`src/rtl/multicycle_control.sv`:
```
// Multi-cycle sequencer for the RV64 datapath: walks each instruction through
// fetch/decode/execute/memory/write-back over one shared memory port.
module multicycle_control (
  input  logic        clk,
  input  logic        reset,
  input  logic        run,
  input  logic [6:0]  opcode,
  input  logic        comp,
  input  logic        mem_ack,
  output logic        mem_req,
  output logic        mem_we,
  output logic        mem_sel,
  output logic        ir_write,
  output logic        mdr_write,
  output logic        pc_write,
  output logic        pc_src,
  output logic        reg_write,
  output logic        mem_to_reg,
  output logic        alu_src,
  output logic [1:0]  alu_op,
  output logic [2:0]  state,
  output logic        illegal,
  output logic [31:0] instr_count
);

  typedef enum logic [2:0] {
    StIdle   = 3'd0,
    StFetch  = 3'd1,
    StDecode = 3'd2,
    StExec   = 3'd3,
    StMem    = 3'd4,
    StWb     = 3'd5,
    StHalt   = 3'd6,
    StBad    = 3'd7
  } state_e;

  localparam logic [6:0] OpR      = 7'b0110011;
  localparam logic [6:0] OpI      = 7'b0010011;
  localparam logic [6:0] OpLoad   = 7'b0000011;
  localparam logic [6:0] OpStore  = 7'b0100011;
  localparam logic [6:0] OpBranch = 7'b1100011;

  state_e      r_state, w_state_d;
  logic        r_illegal, w_illegal_d;
  logic [31:0] r_instr_count, w_instr_count_d;
  logic        w_retire;
  logic        w_is_r, w_is_i, w_is_ld, w_is_st, w_is_br, w_legal;

  assign w_is_r  = (opcode == OpR);
  assign w_is_i  = (opcode == OpI);
  assign w_is_ld = (opcode == OpLoad);
  assign w_is_st = (opcode == OpStore);
  assign w_is_br = (opcode == OpBranch);
  assign w_legal = w_is_r | w_is_i | w_is_ld | w_is_st | w_is_br;

  // Outputs are gated by reset so strobes fall immediately, not on the next edge.
  always_comb begin
    w_state_d       = r_state;
    w_illegal_d     = r_illegal;
    w_instr_count_d = r_instr_count;
    w_retire        = 1'b0;
    mem_req         = 1'b0;
    mem_we          = 1'b0;
    mem_sel         = 1'b0;
    ir_write        = 1'b0;
    mdr_write       = 1'b0;
    pc_write        = 1'b0;
    pc_src          = 1'b0;
    reg_write       = 1'b0;
    mem_to_reg      = 1'b0;
    alu_src         = 1'b0;
    alu_op          = 2'b00;
    if (reset) begin
      unique case (r_state)
        StIdle: begin
          if (run) w_state_d = StFetch;
        end
        StFetch: begin
          mem_req = 1'b1;
          if (mem_ack) begin
            ir_write  = 1'b1;
            w_state_d = StDecode;
          end
        end
        StDecode: begin
          if (!w_legal) begin
            w_state_d   = StHalt;
            w_illegal_d = 1'b1;
          end else begin
            w_state_d = StExec;
          end
        end
        StExec: begin
          alu_src = w_is_i | w_is_ld | w_is_st;
          if (w_is_br)     alu_op = 2'b01;
          else if (w_is_r) alu_op = 2'b10;
          else if (w_is_i) alu_op = 2'b11;
          if (w_is_br) begin
            pc_write = 1'b1;
            pc_src   = comp;
            w_retire = 1'b1;
          end else if (w_is_r || w_is_i) begin
            w_state_d = StWb;
          end else if (w_is_ld || w_is_st) begin
            w_state_d = StMem;
          end else begin
            w_state_d = StIdle;
          end
        end
        StMem: begin
          mem_req = 1'b1;
          mem_sel = 1'b1;
          mem_we  = w_is_st;
          alu_src = 1'b1;
          if (mem_ack) begin
            if (w_is_st) begin
              pc_write = 1'b1;
              w_retire = 1'b1;
            end else begin
              mdr_write = 1'b1;
              w_state_d = StWb;
            end
          end
        end
        StWb: begin
          reg_write  = 1'b1;
          mem_to_reg = w_is_ld;
          pc_write   = 1'b1;
          w_retire   = 1'b1;
        end
        StHalt: begin
          w_state_d = StHalt;
        end
        default: begin
          w_state_d = StIdle;
        end
      endcase
      if (w_retire) begin
        w_instr_count_d = r_instr_count + 32'd1;
        w_state_d       = run ? StFetch : StIdle;
      end
    end
  end

  always_ff @(posedge clk or negedge reset) begin
    if (!reset) begin
      r_state       <= StIdle;
      r_illegal     <= 1'b0;
      r_instr_count <= 32'd0;
    end else begin
      r_state       <= w_state_d;
      r_illegal     <= w_illegal_d;
      r_instr_count <= w_instr_count_d;
    end
  end

  assign state       = r_state;
  assign illegal     = r_illegal;
  assign instr_count = r_instr_count;

endmodule

```
`config.mk`:
```
export PLATFORM = sky130hd
export DESIGN_NAME = multicycle_control
export DESIGN_NICKNAME = d
export VERILOG_FILES = /design/src/rtl/multicycle_control.sv
export SDC_FILE = /design/constraint.sdc
export NUM_CORES = 1
export LEC_CHECK = 0
export CAP_MARGIN = 20
export CORE_MARGIN = 2
export CORE_UTILIZATION = 63
export DETAILED_ROUTE_END_ITERATION = 6
export DONT_BUFFER_PORTS = 1
export GPL_TIMING_DRIVEN = 0
export PLACE_DENSITY = 0.79
export SYNTH_ARGS = -nofsm -noshare
export SYNTH_HDL_FRONTEND = slang
export SYNTH_SLANG_ARGS = --single-unit
```
`constraint.sdc`:
```
create_clock -name clk -period 2.2 [get_ports clk]
set_clock_uncertainty 0.1 [all_clocks]
set_input_delay 0.44 -clock clk [delete_from_list [all_inputs] [get_ports clk]]
set_output_delay 0.44 -clock clk [all_outputs]
set_load 0.02 [all_outputs]
```
# [Word-level counts from Yosys, hierarchy flattened]
# Cells that the tools add are included.
# W data, S select, Z words.
[word_totals] out_inout_bits=48 inputBits=12 wordCells=79 register_bits=36
[op_classes] muxes=44 n_eq_ne=17 add_sub_neg=1 bitwise_logic=7 n_reduce_logical=7
[op_table] op="$add A32 B1 Y32 const B" n=1
[op_table] op="$mux W1" n=27
[op_table] op="$mux W3" n=9
[op_table] op="$pmux W3 S7" n=1
[op_table] op="$ne A3 B3 Y1 const B" n=5
[op_table] op="$eq A7 B6 Y1 const B" n=2
[op_table] op="$mux W2" n=5
[op_table] op="$eq A3 B3 Y1 const B" n=3
[op_table] op="$eq A7 B2 Y1 const B" n=1
[op_table] op="$eq A7 B5 Y1 const B" n=1
[op_table] op="$eq A7 B7 Y1 const B" n=1
[op_table] op="$reduce_and A7 Y1" n=1
[op_table] op="$eq A3 B2 Y1 const B" n=2
[op_table] op="$or A1 B1 Y1" n=6
[op_table] op="$eq A3 B1 Y1 const B" n=1
[op_table] op="$logic_not A3 Y1" n=1
[op_table] op="$pmux W1 S3" n=1
[op_table] op="$reduce_and A3 Y1" n=1
[op_table] op="$logic_or A1 B1 Y1" n=2
[op_table] op="$ne A2 B2 Y1 const B" n=1
[op_table] op="$pmux W1 S2" n=1
[op_table] op="$reduce_and A2 Y1" n=1
[op_table] op="$reduce_or A2 Y1" n=1
[op_table] op="$not A1 Y1" n=1

# [Depth between registers and ports, before layout]
# Gate-level depths: netlist of run 1.
[logic_depth] ltp_word=8 mapped_depth=7 ltp_nobuf=5

# [Worst setup path after synthesis of run 1]
# Ideal clock, no wire load.
[synth_timing] path_kind="reg2out" start="reg r_state[0] (netlist: state[0])" end="out ir_write" t_required_ns=1.660 path_slack_ns=-0.104 path_stages_with_launch=5 n_path_buf=2 t_arrival_ns=1.764 cell_sequence="dfrtp_1 -> buf_2 -> buf_2 -> nand2_1 -> nor4b_1"
[synth_via] elab_chain_cells=3
[synth_rtl] item="from (decl)" line="43" source="state_e r_state, w_state_d;"
[synth_rtl] item="from (signal assigned)" line="147" source="r_state <= StIdle;"
[synth_rtl] item="from (signal assigned)" line="151" source="r_state <= w_state_d;"
[synth_rtl] item="$eq A3 B1 Y1" line="74" source="unique case (r_state)"
[synth_rtl] item="$mux W1" line="74"
[synth_rtl] item="$mux W1" line="73" source="if (reset) begin"
[synth_rtl] item="to (decl)" line="13" source="output logic ir_write,"
# No other way between the ends.

# [Final worst setup path of run 1]
[layout_timing] start="reg r_state[1] (netlist: state[1])" end="out mdr_write"
[layout_via] elab_chain_cells=3
[layout_rtl] item="$eq A3 B3 Y1" line="74"
[layout_rtl] item="$mux W1" line="74"
[layout_rtl] item="$mux W1" line="73"
[layout_rtl] item="to (decl)" line="14" source="output logic mdr_write,"
# No other way between the ends.

==> results.sh, run 1 <==
export IMPL_placed_area_um2=2130
export IMPL_min_path_type="input pin to flop"
export IMPL_syn_nets=212
export IMPL_start_util_pct=67.3
export IMPL_endpoint="mdr_write"
export IMPL_r2r_cells=9
export IMPL_drv_slew=0
export IMPL_clk_pin_slew_ns=0.11
export IMPL_clock_path_buffers=2
export IMPL_crit_type="flop to output port"
export IMPL_cts_inserted_buffers=5
export IMPL_worstSetupStartpoint="state[1]"
export IMPL_diodes=0
export IMPL_critPathLaunchType="flop"
export IMPL_wl_um=4830
export IMPL_crit_path_end_kind="output port"
export IMPL_tightest_slew_ns=0.419
export IMPL_cts_tree="done"
export IMPL_synth_seq_area_share_pct=43.5
export IMPL_die_area_um2=3760
export IMPL_first_iter_violations=149
export IMPL_power_frac_comb_pct=34.0
export IMPL_p_int_w=0.00134
export IMPL_rsz0062_at_grt="true"
export IMPL_finalNetCount=229
export IMPL_avgSynthCellArea_um2=10.4
export IMPL_cp_required_ns=1.66
export IMPL_cts_num_sinks=36
export IMPL_first_global_vias=1662
export IMPL_power_w=0.00205
export IMPL_worstReg2RegStart="state[1]"
export IMPL_layout_setup_ws_ns=-0.0963
export IMPL_finalInstanceArea_um2=2450
export IMPL_firstDrtPassIters=5
export IMPL_yosysMostFrequentCell="dfrtp_1"
export IMPL_gp_congestion=0.888
export IMPL_synth_cells=199
export IMPL_synth_common_cells="dfrtp_1 (36), xnor2_1 (30), and3_1 (14), nand2_1 (14), nand3_1 (12)"
export IMPL_worstPathArrival_ns=1.76
export IMPL_portBuffers=0
export IMPL_synth_top_cell_by_area="dfrtp_1"
export IMPL_hpwl_um=3190
export IMPL_die_h_um=61.3
export IMPL_die_w_um=61.3
export IMPL_switchingPower_w=0.000713
export IMPL_wl_per_cell_um=18.5
export IMPL_power_density_nw_per_um2=837
export IMPL_core_rowCount=20
export IMPL_ys_flop_type="dfrtp_1"
export IMPL_clkPwrFrac_pct=25.2
export IMPL_grt_max_degree=37
export IMPL_worst_skew_pair_late_latency_ns=0.34
export IMPL_core_um2=3080
export IMPL_root_buffer="clkbuf_4"
export IMPL_grt_util_all_layers_pct=28.2
export IMPL_drt_antenna_violating_nets=0
export IMPL_vias_per_cell=6.44
export IMPL_drive_gt1_share_pct=24.9
export IMPL_path_max_fanout=4
export IMPL_p_leak_nw=1.08
export IMPL_synth_top_area_share_pct=43.5
export IMPL_grt_overflow_total=0
export IMPL_grt_pass1_wl_um=7850
export IMPL_p_sw_share_pct=34.7
export IMPL_min_period_over_period_pct=104
export IMPL_async_flop_share_pct=100
export IMPL_reg2reg_setup_slack_ns=0.07
export IMPL_via_count=1682
export IMPL_p_seq_share_pct=40.8
export IMPL_max_cap_viol_count=0
export IMPL_ys_warn_count=0
export IMPL_hold_violations=0
export IMPL_ir_drop_v=0.000764
export IMPL_reg2reg_to="instr_count[18]"
export IMPL_synth_cell_type_count=45
export IMPL_synth_edf_count=0
export IMPL_final_setup_viol_count=5
export IMPL_htree_levels=2
export IMPL_status="finished with violations"
export IMPL_synth_area_top_cells="dfrtp_1 (44%), xnor2_1 (13%), and3_1 (4.2%)"
export IMPL_slew_limit_headroom_pct=72.0
export IMPL_violations="negative setup slack"
export IMPL_timing_fmax_mhz=435
export IMPL_antenna_found_initial=0
export IMPL_ios=60
export IMPL_holdCritStartpoint="reset"
export IMPL_drc_errors=0
export IMPL_syn_area_um2=2070
export IMPL_finalCriticalPeriod_ns=2.30
export IMPL_syn_to_final_growth_pct=18.3
export IMPL_ys_ff_latch=36
==> power groups by stage <==
stage / combinational [W] / clock, W / sequential, W
floorplan: 0.000407 / 0 / 0.000819
finish: 0.000697 / 0.000518 / 0.000836
detailed placement: 0.000477 / 0 / 0.000836
CTS: 0.000642 / 0.000523 / 0.000833
global route: 0.000751 / 0.000559 / 0.000846
global placement: 0.000458 / 0 / 0.000833
==> worst max-delay path, stage by stage (launching register included) <==
cell,delay (ns)
dfrtp_2,0.47
buf_6,0.14
and2b_2,0.24
nand2_4,0.10
nor2_4,0.20
and3_4,0.26
==> how the worst min path moves through the flow <==
stage	to	slack, ns	cells past startpoint
finish	illegal	0.16	2
global route	illegal	0.17	2
CTS	state[0]	0.16	2
detailed placement	instr_count[7]	0.05	0
global placement	instr_count[7]	0.05	0
floorplan	illegal	0.04	0
==> area by class of cell <==
cell class / count / area [um2]
multi-input combinational: 148 / 1150
sequential: 36 / 905
fill: 205 / 628
timing repair buffer: 10 / 131
buffer: 10 / 96.3
clock buffer: 7 / 65.1
tap: 44 / 55.1
clock inverter: 1 / 30.0
inverter: 5 / 18.8
==> stage by stage <==
step                      TNS [ns]  utilization (%)  setup WS [ns]  hold slack (ns)  instances
after global placement      -0.182             69.3         -0.107           0.0454        243
after floorplan                  0                -        0.00834           0.0444        199
after global routing        -0.483             79.6         -0.144            0.175        261
after detailed placement    -0.253             69.3         -0.137           0.0453        243
after CTS                   -0.228             77.9         -0.107            0.160        258
final                       -0.222             79.6        -0.0963            0.163        261
==> cells in the final DEF, fill, tap and decap left out, types with 2 or more instances in the layout <==
master,Yosys,final
o2111ai_1,5,5
dfrtp_1,36,33
a21oi_1,3,2
buf_12,0,2
and4bb_1,2,2
and3_1,14,12
nor2b_1,4,4
nand4_2,2,2
and4_4,2,2
nand3b_1,2,2
buf_2,6,2
nand2_4,1,2
clkbuf_4,0,5
and3_4,0,2
xor2_1,2,2
nand2_1,14,14
a31oi_1,3,3
xnor2_1,30,30
and4_1,4,4
nor3_2,2,4
nor2_1,8,6
nand4_1,10,10
nor2_4,0,2
nand3_1,12,12
a21oi_2,1,2
buf_6,3,6
buf_4,1,7
clkbuf_8,0,2
o21ai_0,2,2
and2_1,4,4
inv_1,5,5
dfrtp_2,0,3
==> flip-flops by register name, summed over array words and instances (netlist names) <==
name / count
instr_count: 32
state: 3
illegal: 1
==> logic make-up after synthesis <==
family                     share of synthesized area, %
and+or+nand+nor                                    27.3
DFF                                                43.5
xor gates and xnor gates                           13.5
AOI/OAI and AO/OA                                  10.2
buffers and inverters                              4.35
muxes                                             0.544
adders and majority gates                         0.604
==> layer usage <==
metal | track usage [%] | wire, um | vias up
met5 | 0 | 0 | -
met4 | 9.42 | 96 | 0
met3 | 8.82 | 400 | 12
met2 | 46.8 | 2320 | 83
met1 | 35.1 | 2010 | 834
li1 | - | - | 753
==> timing repair <==
action,in CTS,in global routing
cloned,1,0
hold buffers,2,0
pin swaps,5,5
setup buffers,4,3
endpoints found under the setup margin,12,6
gates resized for setup,24,3
hold endpoints to repair,36,0
Note: power is estimated with default switching activity, not from simulation.
==> run 2, diff against run 1 <==
--- a/config.mk
+++ b/config.mk
@@ -7,11 +7,11 @@
 export LEC_CHECK = 0
 export CAP_MARGIN = 20
 export CORE_MARGIN = 2
-export CORE_UTILIZATION = 63
+export CORE_UTILIZATION = 60
 export DETAILED_ROUTE_END_ITERATION = 6
 export DONT_BUFFER_PORTS = 1
 export GPL_TIMING_DRIVEN = 0
-export PLACE_DENSITY = 0.79
+export PLACE_DENSITY = 0.76
 export SYNTH_ARGS = -nofsm -noshare
 export SYNTH_HDL_FRONTEND = slang
 export SYNTH_SLANG_ARGS = --single-unit
==> constraint.sdc (replaced) <==
create_clock -name clk -period 2.2 [get_ports clk]
set_clock_uncertainty 0.1 [all_clocks]
set_input_delay 0.44 -clock clk [delete_from_list [all_inputs] [get_ports clk]]
set_output_delay 0.44 -clock clk [all_outputs]
set_load 0.005 [all_outputs]
==> run 2 against run 1 <==
  * The flow now finishes without violations
  * Die area increased by 4.7%
  * Cell count decreased by 1.5%
  * Total power decreased by 13%
  * Sequential share of layout area increased by 2.2 points
  * Critical endpoint is now ir_write
==> results.sh, run 2 (synthesized netlist as in run 1, its figures left out) <==
export IMPL_min_path_type="input pin to flop"
export IMPL_drive_gt1_share_pct=19.0
export IMPL_grt_overflow_total=0
export IMPL_syn_to_final_growth_pct=11.2
export IMPL_path_max_fanout=10
export IMPL_hold_depth=2
export IMPL_dr_max_layer_used="met4"
export IMPL_layout_commonest_cell="dfrtp_1"
export IMPL_num_fill_cells=269
export IMPL_ir_drop_v=0.000538
export IMPL_die_h_um=62.7
export IMPL_htree_levels=2
export IMPL_tightest_slew_ns=0.379
export IMPL_critPathLaunchType="flop"
export IMPL_wl_um=4610
export IMPL_drt_antenna_violating_nets=0
export IMPL_status="complete, no violations"
export IMPL_cts_inserted_buffers=5
export IMPL_holdCritStartpoint="run"
export IMPL_gp_congestion=0.796
export IMPL_root_buffer="clkbuf_4"
export IMPL_cp_slowest_cell="dfrtp_1"
export IMPL_placed_area_um2=2130
export IMPL_wl_met3_um=280
export IMPL_clk_pin_slew_ns=0.11
export IMPL_power_density_nw_per_um2=779
export IMPL_worst_skew_pair_late_latency_ns=0.35
export IMPL_crit_type="flop to output port"
export IMPL_first_iter_violations=119
export IMPL_p_leak_nw=1.03
export IMPL_core_rowCount=21
export IMPL_grt_pass1_wl_um=7380
export IMPL_final_setup_viol_count=0
export IMPL_wl_per_cell_um=17.9
export IMPL_core_um2=3340
export IMPL_first_global_vias=1579
export IMPL_crit_path_end_kind="output port"
export IMPL_vias_per_cell=6.32
export IMPL_final_cell_mix="dfrtp_1 (36), xnor2_1 (30), nand2_1 (14), and3_1 (14), nand3_1 (12)"
export IMPL_worstReg2RegStart="state[2]"
export IMPL_grt_util_all_layers_pct=23.8
export IMPL_cp_cell_sequence="buf_6 > clkbuf_4 > nand2_1 > nor4b_4"
export IMPL_die_w_um=62.7
export IMPL_firstDrtPassIters=4
export IMPL_drc_errors=0
export IMPL_cp_top_family="simple AND/OR/NAND/NOR gates"
export IMPL_reg2reg_setup_slack_ns=0.26
export IMPL_ios=60
export IMPL_max_cap_viol_count=0
export IMPL_wl_met1_um=1900
export IMPL_slew_limit_headroom_pct=74.6
export IMPL_min_period_over_period_pct=98.2
export IMPL_grt_max_degree=37
export IMPL_whs_endpoint="state[0]"
export IMPL_cts_num_sinks=36
export IMPL_slowest_delay_ns=0.39
export IMPL_finalNetCount=223
export IMPL_drv_slew=0
export IMPL_worstPathArrival_ns=1.62
export IMPL_cts_tree="done"
export IMPL_finalCriticalPeriod_ns=2.16
export IMPL_cp_required_ns=1.66
export IMPL_dp_cells=245
export IMPL_hpwl_um=3110
export IMPL_largest_reg_flops=32
export IMPL_stdcell_count=257
export IMPL_clock_path_buffers=2
export IMPL_diodes=0
export IMPL_timing_fmax_mhz=463
export IMPL_critPathBufInv=2
export IMPL_wl_met2_um=2350
export IMPL_portBuffers=0
export IMPL_hold_violations=0
export IMPL_finalInstanceArea_um2=2300
export IMPL_r2r_cells=7
export IMPL_start_util_pct=62.1
export IMPL_via_count=1623
export IMPL_antenna_found_initial=0
export IMPL_reg2reg_to="instr_count[14]"
export IMPL_die_area_um2=3940
==> run 2: cell count changes in the layout (fill, tap and decap cells not counted), sizes merged <==
cell,delta
buf,-6
clkinv,+1
clkinvlp,+1
clkbuf,-1
bufbuf,-1
==> run 2: where the power goes <==
group	internal (W)	leakage (nW)	total, W	switching (W)
Sequential	0.000710	0.490	0.000770	0.0000603
Combinational	0.000240	0.496	0.000547	0.000306
Clock	0.000237	0.0412	0.000477	0.000240
==> run 2: worst max path at each step <==
stage                     cells after the start  slack, ns              end  startpoint
after floorplan                               4       0.35       mem_to_reg   opcode[2]
after global placement                        7       0.25  instr_count[16]   opcode[2]
after detailed placement                      7       0.24  instr_count[14]   opcode[2]
after CTS                                     5      -0.04         pc_write    state[0]
after global routing                          4      -0.02         ir_write    state[0]
final                                         4       0.04         ir_write    state[0]
==> run 2: what timing repair did <==
item | 4_1_cts | 5_1_grt
gates resized for setup | 9 | 5
setup buffers | 0 | 1
hold buffers | 2 | 0
pin swaps | 3 | 1
endpoints found under the setup margin | 5 | 4
hold endpoints to repair | 36 | 0
gates cloned | 1 | 0
==> run 2: per-stage QoR <==
stage | hold slack (ns) | setup TNS (ns) | total power (W) | worst slack, ns | utilization, %
floorplan | 0.0444 | 0 | 0.00114 | 0.354 | -
global placement | 0.0453 | 0 | 0.00121 | 0.248 | 63.8
detailed placement | 0.0452 | 0 | 0.00122 | 0.241 | 63.8
CTS | 0.149 | -0.0361 | 0.00175 | -0.0361 | 68.1
global route | 0.173 | -0.0155 | 0.00188 | -0.0155 | 69.0
finish | 0.149 | 0 | 0.00179 | 0.0389 | 69.0
==> run 2: final cells by class <==
type / instances / area [um2] / share of cell area (%)
multi-input cells: 148 / 1110 / 48.2
flip-flops and latches: 36 / 901 / 39.1
plain buffers: 10 / 92.6 / 4.02
well taps: 46 / 57.6 / 2.50
clock inverters: 3 / 42.5 / 1.85
repair buffers: 4 / 42.5 / 1.85
clock buffers: 5 / 37.5 / 1.63
inverters: 5 / 18.8 / 0.815
==> run 2: per-layer routing <==
| layer | track usage [%] | vias up |
|---|---|---|
| met5 | 0 | - |
| met4 | 8.33 | 0 |
| met3 | 6.13 | 7 |
| met2 | 41.4 | 64 |
| met1 | 28.4 | 806 |
| li1 | - | 746 |
==> run 2: worst reg2reg max path: cells and delay by family, from the launching register on <==
family                 cells  cell delay, ns
buffers and inverters      2            0.36
AND/OR/NAND/NOR            3            0.53
AO/OA/AOI/OAI              1            0.28
flip-flops                 1            0.44
XOR/XNOR                   1            0.14
==> run 3, diff against run 2 <==
--- a/config.mk
+++ b/config.mk
@@ -5,6 +5,7 @@
 export SDC_FILE = /design/constraint.sdc
 export NUM_CORES = 1
 export LEC_CHECK = 0
+export ABC_AREA = 1
 export CAP_MARGIN = 20
 export CORE_MARGIN = 2
 export CORE_UTILIZATION = 60
==> run 3 against run 2 <==
  * Synthesized cell count grew 94%
  * First-iteration DRC count up 63%
  * Flip-flop and latch count unchanged
  * Sequential share of layout area shrank 7.3 points
  * Routed wire length up 42%
  * Highest routed layer unchanged
==> results.sh, run 3 <==
export IMPL_status="complete, no violations"
export IMPL_slowest_delay_ns=0.48
export IMPL_hpwl_um=4760
export IMPL_cts_num_sinks=36
export IMPL_ys_warn_count=0
export IMPL_finalCriticalPeriod_ns=2.11
export IMPL_cp_cell_sequence="nor2_4 > nand2_4 > nor2_2 > nand2_1 > nand3_2 > nand2_4 > inv_8 > buf_8"
export IMPL_fin_setup_tns_ns=0
export IMPL_finalNetCount=413
export IMPL_grt_overflow_total=0
export IMPL_drc_errors=0
export IMPL_tightest_slew_ns=0.373
export IMPL_synth_edf_count=0
export IMPL_stdcell_count=450
export IMPL_via_count=2416
export IMPL_cts_inserted_buffers=5
export IMPL_dp_cells=436
export IMPL_min_period_over_period_pct=95.7
export IMPL_worstReg2RegStart="instr_count[0]"
export IMPL_antenna_found_initial=0
export IMPL_syn_to_final_growth_pct=11.0
export IMPL_worst_path_most_repeated_cell="nand2_4"
export IMPL_grt_pass1_wl_um=11000
export IMPL_synth_cells=386
export IMPL_synth_area_top_cells="dfrtp_1 (35%), nand2_1 (21%), nor2_1 (9.4%)"
export IMPL_core_um2=4060
export IMPL_diodes=0
export IMPL_gp_congestion=0.882
export IMPL_worstPathArrival_ns=1.57
export IMPL_synth_top_family_by_area="simple AND/OR/NAND/NOR gates"
export IMPL_synth_cell_type_count=29
export IMPL_htree_levels=2
export IMPL_final_setup_viol_count=0
export IMPL_drv_slew=0
export IMPL_die_area_um2=4810
export IMPL_syn_nets=399
export IMPL_die_w_um=69.4
export IMPL_ios=60
export IMPL_ir_drop_v=0.000546
export IMPL_cts_tree="done"
export IMPL_synthSimpleGateAreaFrac_pct=44.1
export IMPL_worstSetupStartpoint="state[1]"
export IMPL_ys_flop_type="dfrtp_1"
export IMPL_power_density_nw_per_um2=736
export IMPL_synth_top_cell_by_area="dfrtp_1"
export IMPL_yosysMostFrequentCell="nand2_1"
export IMPL_cp_required_ns=1.66
export IMPL_holdCritStartpoint="run"
export IMPL_start_util_pct=63.2
export IMPL_critPathLaunchType="flop"
export IMPL_first_global_vias=2285
export IMPL_synth_common_cells="nand2_1 (144), nor2_1 (64), dfrtp_1 (36)"
export IMPL_drive_gt1_share_pct=14.5
export IMPL_synth_top_area_share_pct=35.2
export IMPL_worst_skew_pair_late_latency_ns=0.29
export IMPL_syn_area_um2=2560
export IMPL_synth_xor_area_share_pct=7.18
export IMPL_crit_type="flop to output port"
export IMPL_min_path_type="input pin to flop"
export IMPL_grt_util_all_layers_pct=28.5
export IMPL_cp_slowest_cell="dfrtp_2"
export IMPL_rsz0062_at_grt="false"
export IMPL_max_cap_viol_count=0
export IMPL_avgSynthCellArea_um2=6.64
export IMPL_p_leak_nw=1.32
export IMPL_async_flop_share_pct=100
export IMPL_wl_um=6570
export IMPL_hold_violations=0
export IMPL_clock_path_buffers=2
export IMPL_synth_seq_area_share_pct=35.2
export IMPL_final_cell_mix="nand2_1 (144), nor2_1 (63), dfrtp_1 (32), inv_1 (27), nand2_2 (20)"
export IMPL_core_rowCount=23
export IMPL_first_iter_violations=194
export IMPL_post_synth_fa_ha_maj_area_fraction_pct=0.488
export IMPL_vias_per_cell=5.37
export IMPL_slew_limit_headroom_pct=75.0
export IMPL_firstDrtPassIters=4
export IMPL_die_h_um=69.4
export IMPL_ys_ff_latch=36
export IMPL_synth_compound_area_share_pct=5.37
export IMPL_clk_pin_slew_ns=0.07
export IMPL_portBuffers=0
export IMPL_path_max_fanout=6
export IMPL_timing_fmax_mhz=475
export IMPL_root_buffer="clkbuf_8"
export IMPL_layout_commonest_cell="nand2_1"
export IMPL_drt_antenna_violating_nets=0
export IMPL_largest_reg_flops=32
export IMPL_synthMuxAreaShare_pct=0
export IMPL_grt_max_degree=37
export IMPL_crit_path_end_kind="output port"
export IMPL_wl_per_cell_um=14.6
## run 3: changes by cell type after synthesis, sizes merged, moves of 14 or more
| cell | change |
|---|---|
| inv | +27 |
| xnor2 | -17 |
| nor2 | +60 |
| o21ai | +17 |
| nand2 | +150 |
| and3 | -14 |
## run 3: final timing paths
check | endpoint | slack [ns] | cells past startpoint
max in group asynchronous | instr_count[0] | 1.29 | 2
setup reg to reg | instr_count[18] | 0.21 | 8
setup / recovery | pc_write | 0.09 | 8
hold reg to reg | illegal | 0.42 | 1
min in group asynchronous | instr_count[25] | 0.51 | 2
hold / removal | state[0] | 0.27 | 4
## run 3: stage by stage
stage	worst slack (ns)	util, %	area [um2]	power [W]	hold slack [ns]
finish	0.0945	70.1	2840	0.00209	0.274
global placement	0.158	64.7	2630	0.00146	0.0451
floorplan	0.444	-	2560	0.00134	0.0444
CTS	0.0133	68.1	2760	0.00203	0.263
detailed placement	0.139	64.7	2630	0.00148	0.0452
global route	0.00501	70.1	2840	0.00223	0.288
## run 3: layout make-up
type,count,area (um2)
buffer,6,78.8
timing repair buffer,7,85.1
clock buffer,7,96.3
multi-input combinational,311,1480
inverter,33,131
sequential,36,906
tap,50,62.6
fill,351,1210
## run 3: cell families (layout without fill, tap and decap cells)
group / after synthesis / count (layout)
AND/OR/NAND/NOR: 264 / 264
buffers and inverters: 39 / 53
flip-flops: 36 / 36
AO/OA/AOI/OAI: 25 / 25
XOR/XNOR: 21 / 21
adder cells (fa/ha/maj): 1 / 1
## run 3: power breakdown
group	switching [W]	leakage, nW	total (W)	internal (W)
clock	0.000233	0.0503	0.000512	0.000279
sequential	0.000219	0.473	0.000995	0.000776
combinational	0.000344	0.797	0.000586	0.000242
total	0.000796	1.32	0.00209	0.00130
## run 3: repair_timing
action                     4_1_cts  5_1_grt
buffers inserted                 0        4
gates cloned                     0        1
hold endpoints to repair        36        0
setup endpoints to repair        1        3
hold buffers                     2        0
resized for setup                4        9
pin swaps                        0        2
## run 3: layer usage
metal / global-route usage (%) / wire [um]
met5: 0 / 0
met4: 8.06 / 86
met3: 6.98 / 429
met2: 43.2 / 2920
met1: 40.6 / 3130
## run 3: worst max-delay path: cells and delay by family, from the launching register on
kind          cells  cell delay (ns)
simple gates      6             0.62
flops             1             0.48
buf+inv           2             0.18
